[src/rtl/uart_tx.sv]
// UART transmitter, 8N1 framing, LSB first.
// Drains a show-ahead FIFO (data/empty/rdreq) and drives the TX pad.
// Bit time is CLKS_PER_BIT system clocks; IDLE lasts one cycle between
// back-to-back frames, so the frame period is 10*CLKS_PER_BIT+1 cycles.
module uart_tx #(
  parameter int CLKS_PER_BIT = 434
) (
  input  logic       i_clk,
  input  logic       i_rst,
  input  logic [7:0] i_data,
  input  logic       i_empty,
  output logic       o_read,
  output logic       o_tx,
  output logic       o_busy
);

  localparam int CW = (CLKS_PER_BIT > 1) ? $clog2(CLKS_PER_BIT) : 1;
  localparam logic [CW-1:0] BAUD_LAST = CW'(CLKS_PER_BIT - 1);

  localparam logic [1:0] S_IDLE  = 2'd0;
  localparam logic [1:0] S_START = 2'd1;
  localparam logic [1:0] S_DATA  = 2'd2;
  localparam logic [1:0] S_STOP  = 2'd3;

  logic [1:0]    state;
  logic [CW-1:0] baud_cnt;
  logic [2:0]    bit_idx;
  logic [7:0]    shift;
  logic          baud_done;

  assign baud_done = (baud_cnt == BAUD_LAST);

  // Frame sequencer; every output is a register so the pad never glitches.
  always_ff @(posedge i_clk or posedge i_rst) begin
    if (i_rst) begin
      state    <= S_IDLE;
      baud_cnt <= '0;
      bit_idx  <= 3'd0;
      shift    <= 8'h00;
      o_read   <= 1'b0;
      o_tx     <= 1'b1;
      o_busy   <= 1'b0;
    end else begin
      case (state)
        S_IDLE: begin
          o_tx   <= 1'b1;
          o_busy <= 1'b0;
          o_read <= 1'b0;
          // The head word is only trusted here; pop-induced changes
          // during the frame are never looked at.
          if (!i_empty) begin
            shift    <= i_data;
            o_read   <= 1'b1;
            o_tx     <= 1'b0;
            o_busy   <= 1'b1;
            baud_cnt <= '0;
            state    <= S_START;
          end
        end
        S_START: begin
          o_read <= 1'b0;
          if (baud_done) begin
            baud_cnt <= '0;
            o_tx     <= shift[0];
            bit_idx  <= 3'd0;
            state    <= S_DATA;
          end else begin
            baud_cnt <= baud_cnt + 1'b1;
          end
        end
        S_DATA: begin
          if (baud_done) begin
            baud_cnt <= '0;
            if (bit_idx != 3'd7) begin
              shift   <= {1'b0, shift[7:1]};
              o_tx    <= shift[1];
              bit_idx <= bit_idx + 3'd1;
            end else begin
              o_tx  <= 1'b1;
              state <= S_STOP;
            end
          end else begin
            baud_cnt <= baud_cnt + 1'b1;
          end
        end
        S_STOP: begin
          if (baud_done) begin
            baud_cnt <= '0;
            o_busy   <= 1'b0;
            state    <= S_IDLE;
          end else begin
            baud_cnt <= baud_cnt + 1'b1;
          end
        end
        default: begin
          state <= S_IDLE;
        end
      endcase
    end
  end

endmodule

[config.mk]
export PLATFORM = sky130hd
export DESIGN_NAME = uart_tx
export DESIGN_NICKNAME = d
export VERILOG_FILES = /design/src/rtl/uart_tx.sv
export SDC_FILE = /design/constraint.sdc
export NUM_CORES = 1
export LEC_CHECK = 0
export ABC_AREA = 0
export CAP_MARGIN = 30
export CORE_ASPECT_RATIO = 1.1
export CORE_UTILIZATION = 40
export CTS_BUF_LIST = sky130_fd_sc_hd__clkbuf_4 sky130_fd_sc_hd__clkbuf_8 sky130_fd_sc_hd__clkbuf_16
export DETAILED_ROUTE_END_ITERATION = 16
export SKIP_CTS_REPAIR_TIMING = 1
export SLEW_MARGIN = 0
export SYNTH_ARGS = -nofsm -noshare
export SYNTH_HDL_FRONTEND = slang
export SYNTH_SLANG_ARGS = --single-unit
[constraint.sdc]
create_clock -name i_clk -period 2.89 [get_ports i_clk]
set_clock_uncertainty 0.1 [all_clocks]
set_input_delay 0.289 -clock i_clk [delete_from_list [all_inputs] [get_ports i_clk]]
set_output_delay 0.289 -clock i_clk [all_outputs]
set_load 0.01 [all_outputs]
# After elaboration in Yosys (flattened, before gate mapping)
# Index checks and enable logic that the tools add are counted.
[totals]
register_bits = 25
in_bits = 11
output_inout_bits = 3
elab_cells = 58
[op_classes]
addsub = 2
eq_ne = 11
muxes = 26
n_reduce_logical = 12
[op_table]
columns = ["cell", "n"]
rows = [
  ["8-bit 2-to-1 mux", 3],
  ["9-bit 2-to-1 mux", 2],
  ["9-bit one-hot mux with 2 select lines", 1],
  ["8-bit one-hot mux with 2 select lines", 1],
  ["2-bit inequality test, second input constant", 6],
  ["2-bit 2-to-1 mux", 5],
  ["9-bit by 1-bit adder with 9-bit output, second input constant", 1],
  ["9-bit equality test, second input constant", 1],
  ["3-bit 2-to-1 mux", 3],
  ["2-bit one-hot mux with 4 select lines", 1],
  ["4-bit AND reduction", 2],
  ["2-bit nonzero test", 4],
  ["1-bit 2-to-1 mux", 6],
  ["3-bit one-hot mux with 2 select lines", 1],
  ["5-bit AND reduction", 1],
  ["2-bit equality test, second input constant", 2],
  ["1-bit one-hot mux with 2 select lines", 2],
  ["3-bit by 1-bit adder with 3-bit output, second input constant", 1],
  ["3-bit inequality test, second input constant", 1],
  ["1-bit one-hot mux with 3 select lines", 1],
  ["3-bit AND reduction", 1],
  ["3-bit nonzero test", 1],
  ["3-bit OR reduction", 1],
  ["2-bit by 1-bit equality test with 1-bit output, second input constant", 1],
  ["other kinds (2)", 2],
]

# Depth between registers and ports, before layout
# Gate-level depths: netlist (run 1).
[logic_depth]
ltp_word = 4
mapped_depth = 7
ltp_nobuf = 6

# Least setup slack after synthesis (run 1)
# OpenSTA, ideal clock, no wires.
[synth_path]
kind = "register to register"
startpoint = "register state[0]"
endpoint = "register shift[0]"
setup_ps = 125
t_arrival_ps = 1932
slack_ps = 733
path_stages_with_launch = 7
path_buffers = 1
synth_period_minus_slack_ps = 2157
path_cell_list = "dfrtp_1 > inv_1 > ha_1 > buf_4 > or3b_4 > a221oi_4 > mux2_2"
[synth_between]
elab_chain_cells = 3
word_cells_on_any_way = 8
[synth_rtl]
columns = ["item", "line", "source"]
rows = [
  ["start, declared", "25", "logic [1:0] state;"],
  ["start signal, assigned", "36", "state <= S_IDLE;"],
  ["start signal, assigned", "57", "state <= S_START;"],
  ["start signal, assigned", "66", "state <= S_DATA;"],
  ["2-bit equality test / 2-bit logical NOT (equally long branches)", "44", "case (state)"],
  ["2-bit inequality test (no source line) / 2-bit nonzero test (equally long branches)", "--", ""],
  ["4-bit AND reduction (no source line)", "--", ""],
  ["end signal, assigned", "52", "shift <= i_data;"],
  ["end signal, assigned", "75", "shift <= {1'b0, shift[7:1]};"],
  ["end, declared", "28", "logic [7:0] shift;"],
]
# Several ways; a longest one is shown, not always the timed one.
# A chain may end at the register's enable or synchronous reset.

# Final worst setup path (run 1)
[layout_path]
startpoint = "register state[0]"
endpoint = "register shift[3]"
# Same word-level chain as after synthesis.

==> flow_summary.html, run 1 <==
<table>
<tr><th>Metric</th><th>Value</th></tr>
<tr><th colspan="2">Clock tree</th></tr>
<tr><td>Clock-pin slew reported for the worst setup and hold paths after clock tree synthesis</td><td>about 0.13 ns</td></tr>
<tr><td>Clk root buf</td><td>sky130_fd_sc_hd__clkbuf_4</td></tr>
<tr><td>CTS tree</td><td>built</td></tr>
<tr><td>H-tree depth</td><td>1</td></tr>
<tr><td>Worst-Skew Late Latency</td><td>0.32 ns</td></tr>
<tr><td>Clock sink count</td><td>25</td></tr>
<tr><td>Maximum number of buffers from clock root to sink</td><td>2</td></tr>
<tr><td>TritonCTS buffer count</td><td>3</td></tr>
<tr><th colspan="2">Power</th></tr>
<tr><td>Psw</td><td>562 uW</td></tr>
<tr><td>Combinational Power Share</td><td>48.2%</td></tr>
<tr><td>Power density normalized to cell area</td><td>roughly 870 nW/um2</td></tr>
<tr><td>Cell-internal power</td><td>900 uW</td></tr>
<tr><td>Part of the power in registers</td><td>41.1%</td></tr>
<tr><td>Portion of total power attributed to the clock network</td><td>between 10% and 20%</td></tr>
<tr><td>Total leakage power</td><td>0.781 nW</td></tr>
<tr><td>Switching Fraction</td><td>38.5%</td></tr>
<tr><td>Maximum VDD drop</td><td>0.467 mV</td></tr>
<tr><th colspan="2">Logic synthesis</th></tr>
<tr><td>Most area-consuming cells after synthesis</td><td>sky130_fd_sc_hd__dfrtp_1, sky130_fd_sc_hd__mux2_2, sky130_fd_sc_hd__ha_1</td></tr>
<tr><td>Post-synthesis sequential element count</td><td>25</td></tr>
<tr><td>Cell count after synthesis</td><td>144</td></tr>
<tr><td>Net count of the mapped netlist</td><td>163</td></tr>
<tr><td>Area share of the largest cell type after synthesis</td><td>41.1%</td></tr>
<tr><td>Total standard cell area after synthesis</td><td>1460 um2</td></tr>
<tr><td>Synthesis warning total</td><td>0</td></tr>
<tr><td>Share of synthesized area occupied by flip-flops and latches</td><td>42.9%</td></tr>
<tr><td>Average footprint of a synthesized cell</td><td>10.2 um2</td></tr>
<tr><td>Count of different cell masters after synthesis</td><td>36</td></tr>
<tr><td>Largest area contributor in the synthesized netlist</td><td>sky130_fd_sc_hd__dfrtp_1</td></tr>
<tr><th colspan="2">Placement</th></tr>
<tr><td>Worst slack at placement</td><td>0.526 ns</td></tr>
<tr><td>RD Place Congestion</td><td>between 0.7 and 0.8</td></tr>
<tr><td>Final HPWL DP</td><td>~2000 um</td></tr>
<tr><td>Cell area after placement</td><td>about 1600 um2</td></tr>
<tr><td>I/O Buffers</td><td>13</td></tr>
<tr><td>Number of cells after detailed placement</td><td>201</td></tr>
<tr><th colspan="2">Timing</th></tr>
<tr><td>Min Tclk post-route</td><td>2.38 ns</td></tr>
<tr><td>Part of the cycle the worst path needs</td><td>82.3%</td></tr>
<tr><td>Setup repair after global routing missed its margin</td><td>false</td></tr>
<tr><td>Fmax</td><td>~420 MHz</td></tr>
<tr><td>Max-slew violation total from the final report</td><td>0</td></tr>
<tr><td>Slew at the pin closest to its max-slew limit</td><td>0.439 ns</td></tr>
<tr><td>Max transition margin</td><td>70.4%</td></tr>
<tr><td>Number of hold-slack violations in the final timing report</td><td>0</td></tr>
<tr><td>Setup TNS</td><td>0 ns</td></tr>
<tr><td>PnR worst setup slack</td><td>0.513 ns</td></tr>
<tr><td>Final number of setup-violating endpoints</td><td>0</td></tr>
<tr><th colspan="2">Setup path</th></tr>
<tr><td>Destination of the worst register-to-register timing path</td><td>shift[3]$_DFFE_PP0P_</td></tr>
<tr><td>Number of cells on the critical path</td><td>6</td></tr>
<tr><td>Kind of end point of the critical path</td><td>register</td></tr>
<tr><td>Crit path from</td><td>state[0]$_DFFE_PP0P_</td></tr>
<tr><td>Max FO, Critical Path</td><td>12</td></tr>
<tr><td>Arrival time at the worst endpoint</td><td>roughly 2.5 ns</td></tr>
<tr><td>Type of the worst setup path</td><td>register to register</td></tr>
<tr><td>Maximum single-stage delay on the critical path</td><td>0.44 ns</td></tr>
<tr><td>Worst path slowest cell</td><td>sky130_fd_sc_hd__dfrtp_1</td></tr>
<tr><td>Ordered list of cells on the worst path</td><td>inv_1 &gt; ha_1 &gt; buf_4 &gt; o21ai_0 &gt; a221oi_4 &gt; mux2_2</td></tr>
<tr><td>Worst path top cell family by delay</td><td>compound AO/OA/AOI/OAI gates</td></tr>
<tr><td>Depth of the worst register-to-register path</td><td>6</td></tr>
<tr><td>Crit path buf inv count</td><td>2</td></tr>
<tr><td>Worst Setup EP</td><td>shift[3]$_DFFE_PP0P_</td></tr>
<tr><td>Required time of the critical path</td><td>3.01 ns</td></tr>
<tr><td>Start of the worst register-to-register path</td><td>state[0]$_DFFE_PP0P_</td></tr>
<tr><td>Internal reg-to-reg setup slack</td><td>0.51 ns</td></tr>
<tr><td>Category of the worst setup path launch point</td><td>register</td></tr>
<tr><th colspan="2">Die</th></tr>
<tr><td>I/O Pins</td><td>14</td></tr>
<tr><td>Die area</td><td>3900 um2</td></tr>
<tr><td>Die height</td><td>65.4 um</td></tr>
<tr><td>Std-Cell Rows</td><td>22</td></tr>
<tr><td>Initial core utilization</td><td>42.9%</td></tr>
<tr><td>Floorplan Core Area</td><td>3410 um2</td></tr>
<tr><td>Chip Width</td><td>59.7 um</td></tr>
<tr><th colspan="2">Global routing</th></tr>
<tr><td>Global-route usage over all layers</td><td>16.4%</td></tr>
<tr><td>First-pass GRT wire length</td><td>between 4000 and 5000 um</td></tr>
<tr><td>Maximum number of pins on one net before global-route repair</td><td>26</td></tr>
<tr><td>Global route total overflow</td><td>0</td></tr>
<tr><td>Vias in the first global route</td><td>1084</td></tr>
<tr><td>Initial antenna violation count</td><td>0</td></tr>
<tr><th colspan="2">Final layout</th></tr>
<tr><td>Area growth from synthesis to layout</td><td>14.5%</td></tr>
<tr><td>Net count of the finished layout</td><td>177</td></tr>
<tr><td>Final design instance area without fill</td><td>1680 um2</td></tr>
<tr><td>Total inserted antenna cells</td><td>0</td></tr>
<tr><td>Layout cells sized above 1</td><td>17.8%</td></tr>
<tr><td>Layout fillers</td><td>338</td></tr>
<tr><td>Utilization after layout</td><td>49.1%</td></tr>
<tr><td>Post-route non-filler standard cell count</td><td>approximately 200</td></tr>
<tr><th colspan="2">Status</th></tr>
<tr><td>Result of the run</td><td>finished, final reports clean</td></tr>
<tr><th colspan="2">Detailed routing</th></tr>
<tr><td>DR iter-0 viols</td><td>46</td></tr>
<tr><td>Post-DRT Antenna Nets</td><td>0</td></tr>
<tr><td>Via density per instance</td><td>5.32</td></tr>
<tr><td>Per-cell routed wire length</td><td>13.4 um</td></tr>
<tr><td>First-pass iteration count of the detailed router</td><td>4</td></tr>
<tr><td>Overall routed net length</td><td>2740 um</td></tr>
<tr><td>DRC viols</td><td>0</td></tr>
<tr><td>Via count of the routed design</td><td>1091</td></tr>
<tr><th colspan="2">Job</th></tr>
<tr><td># Max-Cap Violations</td><td>0</td></tr>
<tr><th colspan="2">Worst hold path</th></tr>
<tr><td>Worst hold-check path type</td><td>input port to asynchronous set/reset pin</td></tr>
</table>
==> layout by cell type (no fill, tap or decap), types with 2 or more instances in the layout <==
cell and count:
sky130_fd_sc_hd__a31oi_1 2, sky130_fd_sc_hd__nand3_1 14, sky130_fd_sc_hd__o31ai_1 4, sky130_fd_sc_hd__inv_1 8
sky130_fd_sc_hd__mux2_2 15, sky130_fd_sc_hd__dfrtp_1 24, sky130_fd_sc_hd__o21ai_0 12, sky130_fd_sc_hd__a21oi_1 2
sky130_fd_sc_hd__clkdlybuf4s50_1 13, sky130_fd_sc_hd__and2_1 2, sky130_fd_sc_hd__ha_1 8, sky130_fd_sc_hd__buf_4 4
sky130_fd_sc_hd__clkbuf_4 3, sky130_fd_sc_hd__nor2_1 7, sky130_fd_sc_hd__and3_1 3, sky130_fd_sc_hd__nand2_1 13
sky130_fd_sc_hd__xor2_1 3
==> power by group through the flow <==
stage               registers, mW  clock network (mW)  logic (mW)
floorplan                   0.590                   0       0.531
CTS                         0.602               0.168       0.716
finish                      0.601               0.156       0.705
global placement            0.604                   0       0.692
global route                0.626               0.175       0.806
detailed placement          0.610                   0       0.713
==> worst min path at each step <==
| stage | from | slack [ns] | endpoint |
|---|---|---|---|
| 5_1_grt | i_rst | 0.24 | shift[4]$_DFFE_PP0P_ |
| 2_1_floorplan | i_rst | 0.22 | baud_cnt[0]$_DFFE_PP0N_ |
| 4_1_cts | i_rst | 0.20 | shift[6]$_DFFE_PP0P_ |
| 3_3_place_gp | shift[7]$_DFFE_PP0P_ | 0.38 | shift[7]$_DFFE_PP0P_ |
| 3_5_place_dp | shift[7]$_DFFE_PP0P_ | 0.39 | shift[7]$_DFFE_PP0P_ |
| 6_report | i_rst | 0.21 | baud_cnt[7]$_DFFE_PP0N_ |
==> sequential cells by signal (all words and copies together) (netlist names) <==
register	count
state	2
o_tx	1
baud_cnt	9
o_read	1
bit_idx	3
shift	8
o_busy	1
==> through the flow <==
| stage | total power [mW] | hold WS, ns |
|---|---|---|
| finish | 1.46 | 0.205 |
| global route | 1.61 | 0.238 |
| CTS | 1.49 | 0.204 |
| detailed placement | 1.32 | 0.390 |
| global placement | 1.30 | 0.380 |
| floorplan | 1.12 | 0.216 |
==> layout make-up <==
cell class              instances  area, um2  share of cell area [%]
multi-input cells             103        771                    46.0
flip-flops and latches         25        627                    37.4
repair buffers                 17        160                    9.56
well taps                      48       60.1                    3.58
inverters                       8       30.0                    1.79
clock buffers                   3       22.5                    1.34
clock inverters                 1       5.00                   0.299
==> cells in the mapped netlist <==
cell and n:
sky130_fd_sc_hd__and3_1 3, sky130_fd_sc_hd__xor2_1 3, sky130_fd_sc_hd__buf_4 1, sky130_fd_sc_hd__dfstp_2 1, sky130_fd_sc_hd__and4b_1 1, sky130_fd_sc_hd__a211oi_1 1, sky130_fd_sc_hd__dfrtp_1 24, sky130_fd_sc_hd__nand4b_1 1
sky130_fd_sc_hd__nor2b_1 1, sky130_fd_sc_hd__nor2_1 7, sky130_fd_sc_hd__o32a_1 1, sky130_fd_sc_hd__nor3_1 1, sky130_fd_sc_hd__a221oi_4 1, sky130_fd_sc_hd__clkbuf_1 6, sky130_fd_sc_hd__o21ai_0 12, sky130_fd_sc_hd__buf_2 1
sky130_fd_sc_hd__ha_1 8, sky130_fd_sc_hd__and4_1 1, sky130_fd_sc_hd__and4bb_2 1, sky130_fd_sc_hd__o31ai_1 4, sky130_fd_sc_hd__a31oi_1 2, sky130_fd_sc_hd__nor3b_1 1, sky130_fd_sc_hd__o211ai_1 1, sky130_fd_sc_hd__nand3_1 14
sky130_fd_sc_hd__mux2_2 15, sky130_fd_sc_hd__o41ai_1 1, sky130_fd_sc_hd__o21bai_1 1, sky130_fd_sc_hd__a21o_1 1, sky130_fd_sc_hd__or3b_4 1, sky130_fd_sc_hd__a21oi_1 2, sky130_fd_sc_hd__nand4b_4 1, sky130_fd_sc_hd__inv_1 8
sky130_fd_sc_hd__nand2_1 13, sky130_fd_sc_hd__a32oi_1 1, sky130_fd_sc_hd__a2bb2oi_1 1, sky130_fd_sc_hd__and2_1 2
==> kinds of logic (layout without fill, tap and decap cells) <==
logic type / count (synthesis) / after routing / synth area share (%)
xor+xnor: 3 / 3 / 1.80
buf+inv: 16 / 29 / 4.45
compound gates: 29 / 29 / 14.0
mux: 15 / 15 / 11.5
simple gates: 48 / 48 / 18.5
flops: 25 / 25 / 42.9
fa+ha+maj: 8 / 8 / 6.84
==> worst min-delay path, stage by stage <==
cell and delay (ns):
sky130_fd_sc_hd__clkdlybuf4s50_1 0.40, sky130_fd_sc_hd__inv_1 0.05, sky130_fd_sc_hd__buf_4 0.30
==> metal layers <==
layer | part of all wire, % | wire length [um] | GRT usage [%] | vias up
met3 | 2.4 | 65 | 3.54 | 4
met4 | 0.91 | 25 | 4.36 | 0
met2 | 49 | 1340 | 26.4 | 12
li1 | - | - | - | 546
met5 | 0 | 0 | 0 | -
met1 | 48 | 1310 | 21.9 | 529
No activity file was read; power rests on OpenSTA's default activity.
==> run 2, diff against run 1 <==
==> constraint.sdc (replaced) <==
create_clock -name i_clk -period 2.3 [get_ports i_clk]
set_clock_uncertainty 0.1 [all_clocks]
set_input_delay 0.23 -clock i_clk [delete_from_list [all_inputs] [get_ports i_clk]]
set_output_delay 0.23 -clock i_clk [all_outputs]
set_load 0.01 [all_outputs]
==> run 2 against run 1 <==
Maximum frequency is 7.4% higher; via count barely moved; sequential share of layout area decreased by 0.98 points; clock power up 33%; routed wire length grew 4.2%; critical path depth fell by 1; cell count grew 2.0%; largest cell class unchanged.
==> flow_summary.html, run 2 (synthesis gave the netlist of run 1 again) <==
<table>
<tr><th>Metric</th><th>Value</th></tr>
<tr><th colspan="2">Timing</th></tr>
<tr><td>Fmax</td><td>452 MHz (was 421 MHz)</td></tr>
<tr><td>Min Tclk post-route</td><td>2.21 ns (was 2.38 ns)</td></tr>
<tr><td>Number of hold-slack violations in the final timing report</td><td>0 (unchanged)</td></tr>
<tr><td>Setup TNS</td><td>0 ns (unchanged)</td></tr>
<tr><td>Part of the cycle the worst path needs</td><td>96.3% (was 82.3%)</td></tr>
<tr><td>Slew at the pin closest to its max-slew limit</td><td>0.436 ns (was 0.439 ns)</td></tr>
<tr><td>Max transition margin</td><td>70.6% (was 70.4%)</td></tr>
<tr><td>Max-slew violation total from the final report</td><td>0 (unchanged)</td></tr>
<tr><td>Final number of setup-violating endpoints</td><td>0 (unchanged)</td></tr>
<tr><td>Setup repair after global routing missed its margin</td><td>false (unchanged)</td></tr>
<tr><th colspan="2">Clock tree</th></tr>
<tr><td>TritonCTS buffer count</td><td>3 (unchanged)</td></tr>
<tr><td>Worst-Skew Late Latency</td><td>0.33 ns (was 0.32 ns)</td></tr>
<tr><td>Clock-pin slew reported for the worst setup and hold paths after clock tree synthesis</td><td>0.15 ns (was 0.13 ns)</td></tr>
<tr><td>Clk root buf</td><td>sky130_fd_sc_hd__clkbuf_4 (unchanged)</td></tr>
<tr><td>CTS tree</td><td>built (unchanged)</td></tr>
<tr><td>H-tree depth</td><td>1 (unchanged)</td></tr>
<tr><td>Maximum number of buffers from clock root to sink</td><td>2 (unchanged)</td></tr>
<tr><td>Clock sink count</td><td>25 (unchanged)</td></tr>
<tr><th colspan="2">Placement</th></tr>
<tr><td>I/O Buffers</td><td>13 (unchanged)</td></tr>
<tr><td>Cell area after placement</td><td>1690 um2 (was 1650 um2)</td></tr>
<tr><td>RD Place Congestion</td><td>0.807 (was 0.727)</td></tr>
<tr><td>Final HPWL DP</td><td>2150 um (was 2040 um)</td></tr>
<tr><th colspan="2">Detailed routing</th></tr>
<tr><td>Via count of the routed design</td><td>1090 (was 1091)</td></tr>
<tr><td>DRC viols</td><td>0 (unchanged)</td></tr>
<tr><td>Via density per instance</td><td>5.22 (was 5.32)</td></tr>
<tr><td>Overall routed net length</td><td>2860 um (was 2740 um)</td></tr>
<tr><td>Post-DRT Antenna Nets</td><td>0 (unchanged)</td></tr>
<tr><td>First-pass iteration count of the detailed router</td><td>4 (unchanged)</td></tr>
<tr><td>DR iter-0 viols</td><td>28 (was 46)</td></tr>
<tr><td>Per-cell routed wire length</td><td>13.7 um (was 13.4 um)</td></tr>
<tr><th colspan="2">Die</th></tr>
<tr><td>Die area</td><td>3900 um2 (unchanged)</td></tr>
<tr><td>I/O Pins</td><td>14 (unchanged)</td></tr>
<tr><td>Std-Cell Rows</td><td>22 (unchanged)</td></tr>
<tr><td>Die height</td><td>65.4 um (unchanged)</td></tr>
<tr><td>Chip Width</td><td>59.7 um (unchanged)</td></tr>
<tr><td>Initial core utilization</td><td>42.9% (unchanged)</td></tr>
<tr><td>Floorplan Core Area</td><td>3410 um2 (unchanged)</td></tr>
<tr><th colspan="2">Global routing</th></tr>
<tr><td>Global-route usage over all layers</td><td>16.3% (was 16.4%)</td></tr>
<tr><td>Global route total overflow</td><td>0 (unchanged)</td></tr>
<tr><td>Maximum number of pins on one net before global-route repair</td><td>24 (was 26)</td></tr>
<tr><td>Initial antenna violation count</td><td>0 (unchanged)</td></tr>
<tr><td>First-pass GRT wire length</td><td>4900 um (was 4920 um)</td></tr>
<tr><td>Vias in the first global route</td><td>1096 (was 1084)</td></tr>
<tr><th colspan="2">Setup path</th></tr>
<tr><td>Maximum single-stage delay on the critical path</td><td>0.44 ns (about the same)</td></tr>
<tr><td>Type of the worst setup path</td><td>register to register (unchanged)</td></tr>
<tr><td>Worst path slowest cell</td><td>sky130_fd_sc_hd__dfrtp_1 (unchanged)</td></tr>
<tr><td>Arrival time at the worst endpoint</td><td>2.35 ns (was 2.50 ns)</td></tr>
<tr><td>Max FO, Critical Path</td><td>7 (was 12)</td></tr>
<tr><td>Ordered list of cells on the worst path</td><td>inv_1 &gt; ha_1 &gt; or3b_4 &gt; a221oi_4 &gt; mux2_2 (was inv_1 &gt; ha_1 &gt; buf_4 &gt; o21ai_0 &gt; a221oi_4 &gt; mux2_2)</td></tr>
<tr><td>Category of the worst setup path launch point</td><td>register (unchanged)</td></tr>
<tr><td>Kind of end point of the critical path</td><td>register (unchanged)</td></tr>
<tr><td>Required time of the critical path</td><td>2.43 ns (was 3.01 ns)</td></tr>
<tr><th colspan="2">Power</th></tr>
<tr><td>Total leakage power</td><td>0.801 nW (was 0.781 nW)</td></tr>
<tr><td>Psw</td><td>734 uW (was 562 uW)</td></tr>
<tr><td>Maximum VDD drop</td><td>0.697 mV (was 0.467 mV)</td></tr>
<tr><td>Combinational Power Share</td><td>49.1% (was 48.2%)</td></tr>
<tr><td>Part of the power in registers</td><td>40.0% (was 41.1%)</td></tr>
<tr><td>Power density normalized to cell area</td><td>1100 nW/um2 (was 873 nW/um2)</td></tr>
<tr><td>Portion of total power attributed to the clock network</td><td>10.9% (was 10.7%)</td></tr>
<tr><td>Cell-internal power</td><td>1.16 mW (was 900 uW)</td></tr>
<tr><td>Switching Fraction</td><td>38.7% (was 38.5%)</td></tr>
<tr><th colspan="2">Job</th></tr>
<tr><td># Max-Cap Violations</td><td>0 (unchanged)</td></tr>
<tr><th colspan="2">Status</th></tr>
<tr><td>Result of the run</td><td>finished, final reports clean (unchanged)</td></tr>
<tr><th colspan="2">Worst hold path</th></tr>
<tr><td>Worst hold-check path type</td><td>input port to asynchronous set/reset pin (unchanged)</td></tr>
<tr><th colspan="2">Final layout</th></tr>
<tr><td>Total inserted antenna cells</td><td>0 (unchanged)</td></tr>
<tr><td>Register containing the most flip-flops in the final layout</td><td>baud_cnt (unchanged)</td></tr>
<tr><td>Commonest non-fill, non-tap cells in the layout</td><td>sky130_fd_sc_hd__dfrtp_1, sky130_fd_sc_hd__mux2_2, sky130_fd_sc_hd__nand3_1, sky130_fd_sc_hd__nand2_1, sky130_fd_sc_hd__clkdlybuf4s50_1 (unchanged)</td></tr>
<tr><td>Max reg flops</td><td>9 (unchanged)</td></tr>
<tr><td>Most common cell after layout, fill and taps aside</td><td>sky130_fd_sc_hd__dfrtp_1 (unchanged)</td></tr>
<tr><td>Layout cells sized above 1</td><td>19.9% (was 17.8%)</td></tr>
<tr><td>Area growth from synthesis to layout</td><td>17.6% (was 14.5%)</td></tr>
<tr><td>Net count of the finished layout</td><td>181 (was 177)</td></tr>
<tr><td>Final design instance area without fill</td><td>1720 um2 (was 1680 um2)</td></tr>
<tr><td>Leading registers by flop count</td><td>baud_cnt (9), shift (8), bit_idx (3) (unchanged)</td></tr>
</table>
-- run 2: cell count changes in the layout (fill, tap and decap cells not counted) --
cell                         change
sky130_fd_sc_hd__clkinv_2        -1
sky130_fd_sc_hd__clkinvlp_4      +1
sky130_fd_sc_hd__buf_4           +3
sky130_fd_sc_hd__buf_12          +1
-- run 2: power by group through the flow --
stage	combinational (mW)	sequential (mW)	clock, mW
6_report	0.932	0.759	0.207
4_1_cts	0.941	0.758	0.217
5_1_grt	1.04	0.788	0.235
3_5_place_dp	0.938	0.769	0
3_3_place_gp	0.909	0.755	0
2_1_floorplan	0.667	0.742	0
-- run 2: path summary, 6_finish.rpt --
path / depth (start not counted) / end / startpoint / slack, ns
max in group asynchronous: 3 / o_tx$_DFFE_PP1P_ / i_rst / 1.45
max reg2reg: 5 / shift[6]$_DFFE_PP0P_ / state[0]$_DFFE_PP0P_ / 0.09
min: 2 / baud_cnt[7]$_DFFE_PP0N_ / i_rst / 0.06
max: 5 / shift[6]$_DFFE_PP0P_ / state[0]$_DFFE_PP0P_ / 0.09
min in group i_clk: 1 / shift[4]$_DFFE_PP0P_ / shift[4]$_DFFE_PP0P_ / 0.43
min reg2reg: 1 / shift[4]$_DFFE_PP0P_ / shift[4]$_DFFE_PP0P_ / 0.43
-- run 2: cell type report --
cell class / instances / area, um2
fill: 340 / 1690
multi-input combinational: 103 / 771
sequential: 25 / 627
timing repair buffer: 21 / 203
tap: 48 / 60.1
inverter: 8 / 30.0
clock buffer: 3 / 22.5
clock inverter: 1 / 7.51
-- run 2: per-layer routing --
metal,up-vias,GRT usage [%],share of wire [%]
met5,-,0,0
met4,0,2.03,0.95
met3,4,3.94,2.5
met2,14,28.6,51
met1,521,20.4,45
li1,551,-,-
-- run 2: per-stage QoR --
stage / worst slack (ns) / total power [mW] / hold WS [ns] / cells / utilization [%]
after global placement: 0.152 / 1.66 / 0.384 / 205 / 49.5
after CTS: 0.0809 / 1.92 / 0.0599 / 209 / 50.4
final: 0.0860 / 1.90 / 0.0551 / 209 / 50.4
after floorplan: 0.143 / 1.41 / 0.157 / 144 / -
after global routing: 0.00357 / 2.06 / 0.0658 / 209 / 50.4
after detailed placement: 0.0971 / 1.71 / 0.396 / 205 / 49.5
-- run 2: critical path, delay by kind of cell, from the launching register on --
kind                     cells  cell delay [ns]
buffers and inverters        1             0.09
AND/OR/NAND/NOR              1             0.42
AO/OA/AOI/OAI                1             0.44
adder cells (fa/ha/maj)      1             0.22
flip-flops                   1             0.44
multiplexers                 1             0.40
==> RTL change 1: new RTL, settings of run 2 <==
`CLKS_PER_BIT`: 434 -> 868.
--- a/src/rtl/uart_tx.sv
+++ b/src/rtl/uart_tx.sv
@@ -3,7 +3,7 @@
 // Bit time is CLKS_PER_BIT system clocks; IDLE lasts one cycle between
 // back-to-back frames, so the frame period is 10*CLKS_PER_BIT+1 cycles.
 module uart_tx #(
-  parameter int CLKS_PER_BIT = 434
+  parameter int CLKS_PER_BIT = 868
 ) (
   input  logic       i_clk,
   input  logic       i_rst,
Formal check against the unedited RTL: same outputs for any inputs over 10 cycles, from zero or initial values and one cycle with i_rst high; that may be too few to reach the edited logic, so the function may still have changed.
==> RTL change 1 against run 2 <==
Wire length is 2.0% lower. Sequential cell count is 1 higher. Core utilization is 0.69 points higher. Maximum frequency is 6.1% higher. Cell area is 2.2% higher. Count of clock-buffer cells in the layout stayed put. Synthesized area is 2.0% higher. Setup slack better by 0.13 ns. First-iteration DRC count is 57% higher. Via count is 2.6% lower. Sequential share of layout area is 0.65 points higher.
Power is not compared: it rests on default switching activity, and its combinational part moved more than twofold at a synthesized area within 25%.
==> RTL change 1: results <==
[outcome]
status = "completed"

[global_routing]
met1_usage = 0.2214
grt_usage = 0.1661
grt_max_degree = 17
antenna_found_initial = 0
grt_util_met2 = 0.2720
grt_use_met3 = 0.01761
grt_pass1_wl_mm = 4.912

[synthesis]
synth.distinct_cells = 38
synth_nets = 156
synth.cells.most_frequent = "25 x dfrtp_1, 18 x mux2_2, 12 x nand2_1"
ys_seq_area_frac = 0.4371
synthArstFlopShare = 1.000
synth.area.top_cells = "dfrtp_1 42%, mux2_2 14%, ha_1 5.9%"

[critical_path]
reg2reg_setup_slack_ns = 0.21
critical_path_arrival_ns = 2.21
crit_path_end = "shift[3]"
crit_type = "register to register"
r2r_cells = 6
r2r-start = "bit_idx[0]"
critPathMaxFanout = 8

[clocking]
path_clk_slew_ns = 0.15
htree_levels = 1
clock_latency_ns = 0.32

[pwr]
power.leakage_nw = 0.7334

[placed_design]
io_buffers = 13
dpl_worst_slack_ns = 0.2290
hpwl_mm = 2.069
postPlaceCellArea_sq_mm = 0.001705
routabilityCongestion = 0.7770

[detailed_routing]
route.met3.wl_microns = 65
wirelength_mm = 2.800
met1Wirelength_mm = 1.322
wl_met2_mm = 1.395
dr.max_layer_used = "met4"
drt-initial-drc-count = 44
num_vias = 1062

[cells_and_area]
diodes = 0
layout-drive-gt1-share = 0.2308
top_regs = "baud_cnt: 10 flops, shift: 8 flops, bit_idx: 3 flops"
num-fill-cells = 320
nets = 175

[timing]
hold_ws_ns = 0.09891
max_clock_freq_mhz = 479.3
slew_headroom = 0.6799
==> RTL change 1: cell types whose count changed after synthesis, moves of 2 or more <==
| cell | change |
|---|---|
| nand3_1 | -7 |
| clkbuf_1 | -3 |
| mux2_2 | +3 |
| nand4_1 | +3 |
| o31ai_1 | -3 |
| a22o_1 | +2 |
| nand3b_1 | +2 |
==> RTL change 1: cells by family (layout without fill, tap and decap cells) <==
family | Yosys count | count (layout) | synth area share
mux | 19 | 19 | 0.1426
flops | 26 | 26 | 0.4371
fa+ha+maj | 7 | 7 | 0.05872
compound gates | 26 | 26 | 0.1368
xor+xnor | 2 | 2 | 0.01175
simple gates | 45 | 45 | 0.1787
buf+inv | 13 | 31 | 0.03439
==> RTL change 1: power by group through the flow <==
stage	logic [mW]	registers, mW	clock network (mW)
after floorplan	0.0197	0.475	0
after global placement	0.0427	0.476	0
after detailed placement	0.0440	0.477	0
after CTS	0.0438	0.468	0.329
after global routing	0.0473	0.469	0.343
final	0.0422	0.468	0.313
==> RTL change 1: final cells by class <==
cell class	count	area, sq um	share of cell area
clock buffers	3	22.52	0.01281
clock inverters	1	30.03	0.01708
inverters	8	30.03	0.01708
multi-input cells	99	788.3	0.4484
flip-flops and latches	26	651.9	0.3708
well taps	48	60.06	0.03416
repair buffers	19	175.2	0.09964
==> RTL change 1: worst max-delay path: stages, from the launching register on <==
cell and delay, ns:
dfrtp_1 0.43, ha_1 0.20, ha_1 0.26, inv_1 0.16, nand4_1 0.16, o32ai_4 0.29, mux2_2 0.39
==> RTL change 1: through the flow <==
stage	instances	util
after floorplan	138	-
after global placement	200	0.4956
after detailed placement	200	0.4956
after CTS	204	0.5109
after global routing	204	0.5109
final	204	0.5109
==> RTL change 2: new RTL, settings of run 2 <==
Without the edit above. Make the reset (`i_rst`) synchronous in one clocked block.
--- a/src/rtl/uart_tx.sv
+++ b/src/rtl/uart_tx.sv
@@ -31,7 +31,7 @@
   assign baud_done = (baud_cnt == BAUD_LAST);
 
   // Frame sequencer; every output is a register so the pad never glitches.
-  always_ff @(posedge i_clk or posedge i_rst) begin
+  always_ff @(posedge i_clk) begin
     if (i_rst) begin
       state    <= S_IDLE;
       baud_cnt <= '0;
Check against the original RTL: differs if i_rst is asserted again (counterexample within 4 cycles, from zero or initial values and one cycle with i_rst high); with i_rst held inactive, the same outputs for 10 cycles.
==> RTL change 2 against run 2 <==
Setup slack improved by 0.21 ns. Wire length rose by 2.2%. Sequential cell count unchanged. Non-clock buffer count decreased by 3. Synthesized area grew 1.5%. First-iteration DRC count rose by 150%. Cell area down 2.7%. Total power is 13% lower. Maximum frequency increased by 11%. Critical path type unchanged. Critical endpoint is now shift[5]. Largest power group unchanged.
==> RTL change 2: results <==
[global_routing]
grt_pass1_vias = 1211
grt_pass1_wl_mm = 5.292
grt_usage = 0.1730

[placed_design]
postPlaceCellArea_sq_mm = 0.001644
routabilityCongestion = 0.7874
hpwl_mm = 2.197
dpl_worst_slack_ns = 0.3070

[synthesis]
synth.cells.most_frequent = "25 x dfxtp_1, 18 x nor2_1, 13 x mux2i_1"
syn_area_per_cell_sq_um = 9.333
ys_seq_area_frac = 0.3373
synth.distinct_cells = 40
synth_nets = 178
synthArstFlopShare = 0
synth.area.top_cells = "dfxtp_1 34%, mux2i_1 8.8%, ha_1 6.7%"

[pwr]
switching_power_mw = 0.6889
irDropWorstVdd_uv = 422.3
power.leakage_nw = 0.6105

[worst_hold_path]
hold_class = "register to register"

[cells_and_area]
nets = 191
diodes = 0
fin_cells = 219
layout-drive-gt1-share = 0.1053

[critical_path]
critical_path_arrival_ns = 2.15
crit_path_end = "shift[5]"
reg2reg_setup_slack_ns = 0.30
critPathMaxFanout = 13
startpoint = "baud_cnt[0]"

[detailed_routing]
drt-initial-drc-count = 69
wirelength_mm = 2.920
avgViaCountPerCell = 5.521

[clocking]
cts_buffer_depth = 2

[timing]
min_period_ns = 2.002
slew_headroom = 0.6084

[outcome]
status = "completed"
==> RTL change 2: how the worst min path moves through the flow <==
stage               start     endpoint  slack, ns  depth (start not counted)
6_report           o_read       o_read       0.42                          2
5_1_grt         i_data[7]     shift[7]       0.44                          3
3_3_place_gp   bit_idx[1]   bit_idx[1]       0.38                          2
4_1_cts            o_read       o_read       0.42                          2
2_1_floorplan     i_empty  baud_cnt[1]       0.31                          2
3_5_place_dp       o_read       o_read       0.39                          2
==> RTL change 2: critical path, stage by stage, from the launching register on <==
cell and delay [ns]:
dfxtp_1 0.45, ha_1 0.24, nand4b_4 0.14, o31ai_4 0.56, a21oi_1 0.17, a311oi_1 0.26
==> RTL change 2: per-layer routing <==
| metal | up-vias | wire (microns) | global-route usage |
|---|---|---|---|
| li1 | 615 | - | - |
| met5 | - | 0 | 0 |
| met1 | 574 | 1349 | 0.2081 |
| met2 | 14 | 1456 | 0.3000 |
| met3 | 6 | 73 | 0.03327 |
| met4 | 0 | 40 | 0.06105 |
==> RTL change 2: power groups by stage <==
stage	registers, mW	logic, mW	clock network (mW)
global placement	0.617	0.829	0
detailed placement	0.619	0.847	0
CTS	0.610	0.853	0.218
finish	0.608	0.846	0.206
global route	0.624	0.949	0.232
floorplan	0.610	0.672	0
==> RTL change 2: cell type report <==
cell class / instances / area (sq um)
Fill cell: 349 / 1767
Multi-Input combinational cell: 119 / 897.1
Sequential cell: 25 / 500.5
Timing Repair Buffer: 18 / 167.7
Tap cell: 48 / 60.06
Clock buffer: 3 / 22.52
Inverter: 5 / 18.77
Clock inverter: 1 / 7.507
==> RTL change 2: kinds of logic after synthesis <==
logic type	Yosys count	share of synthesized area
simple gates	55	0.2150
compound gates	41	0.2226
flops	25	0.3373
buf+inv	15	0.05818
mux	13	0.08769
fa+ha+maj	8	0.06746
xor+xnor	2	0.01181
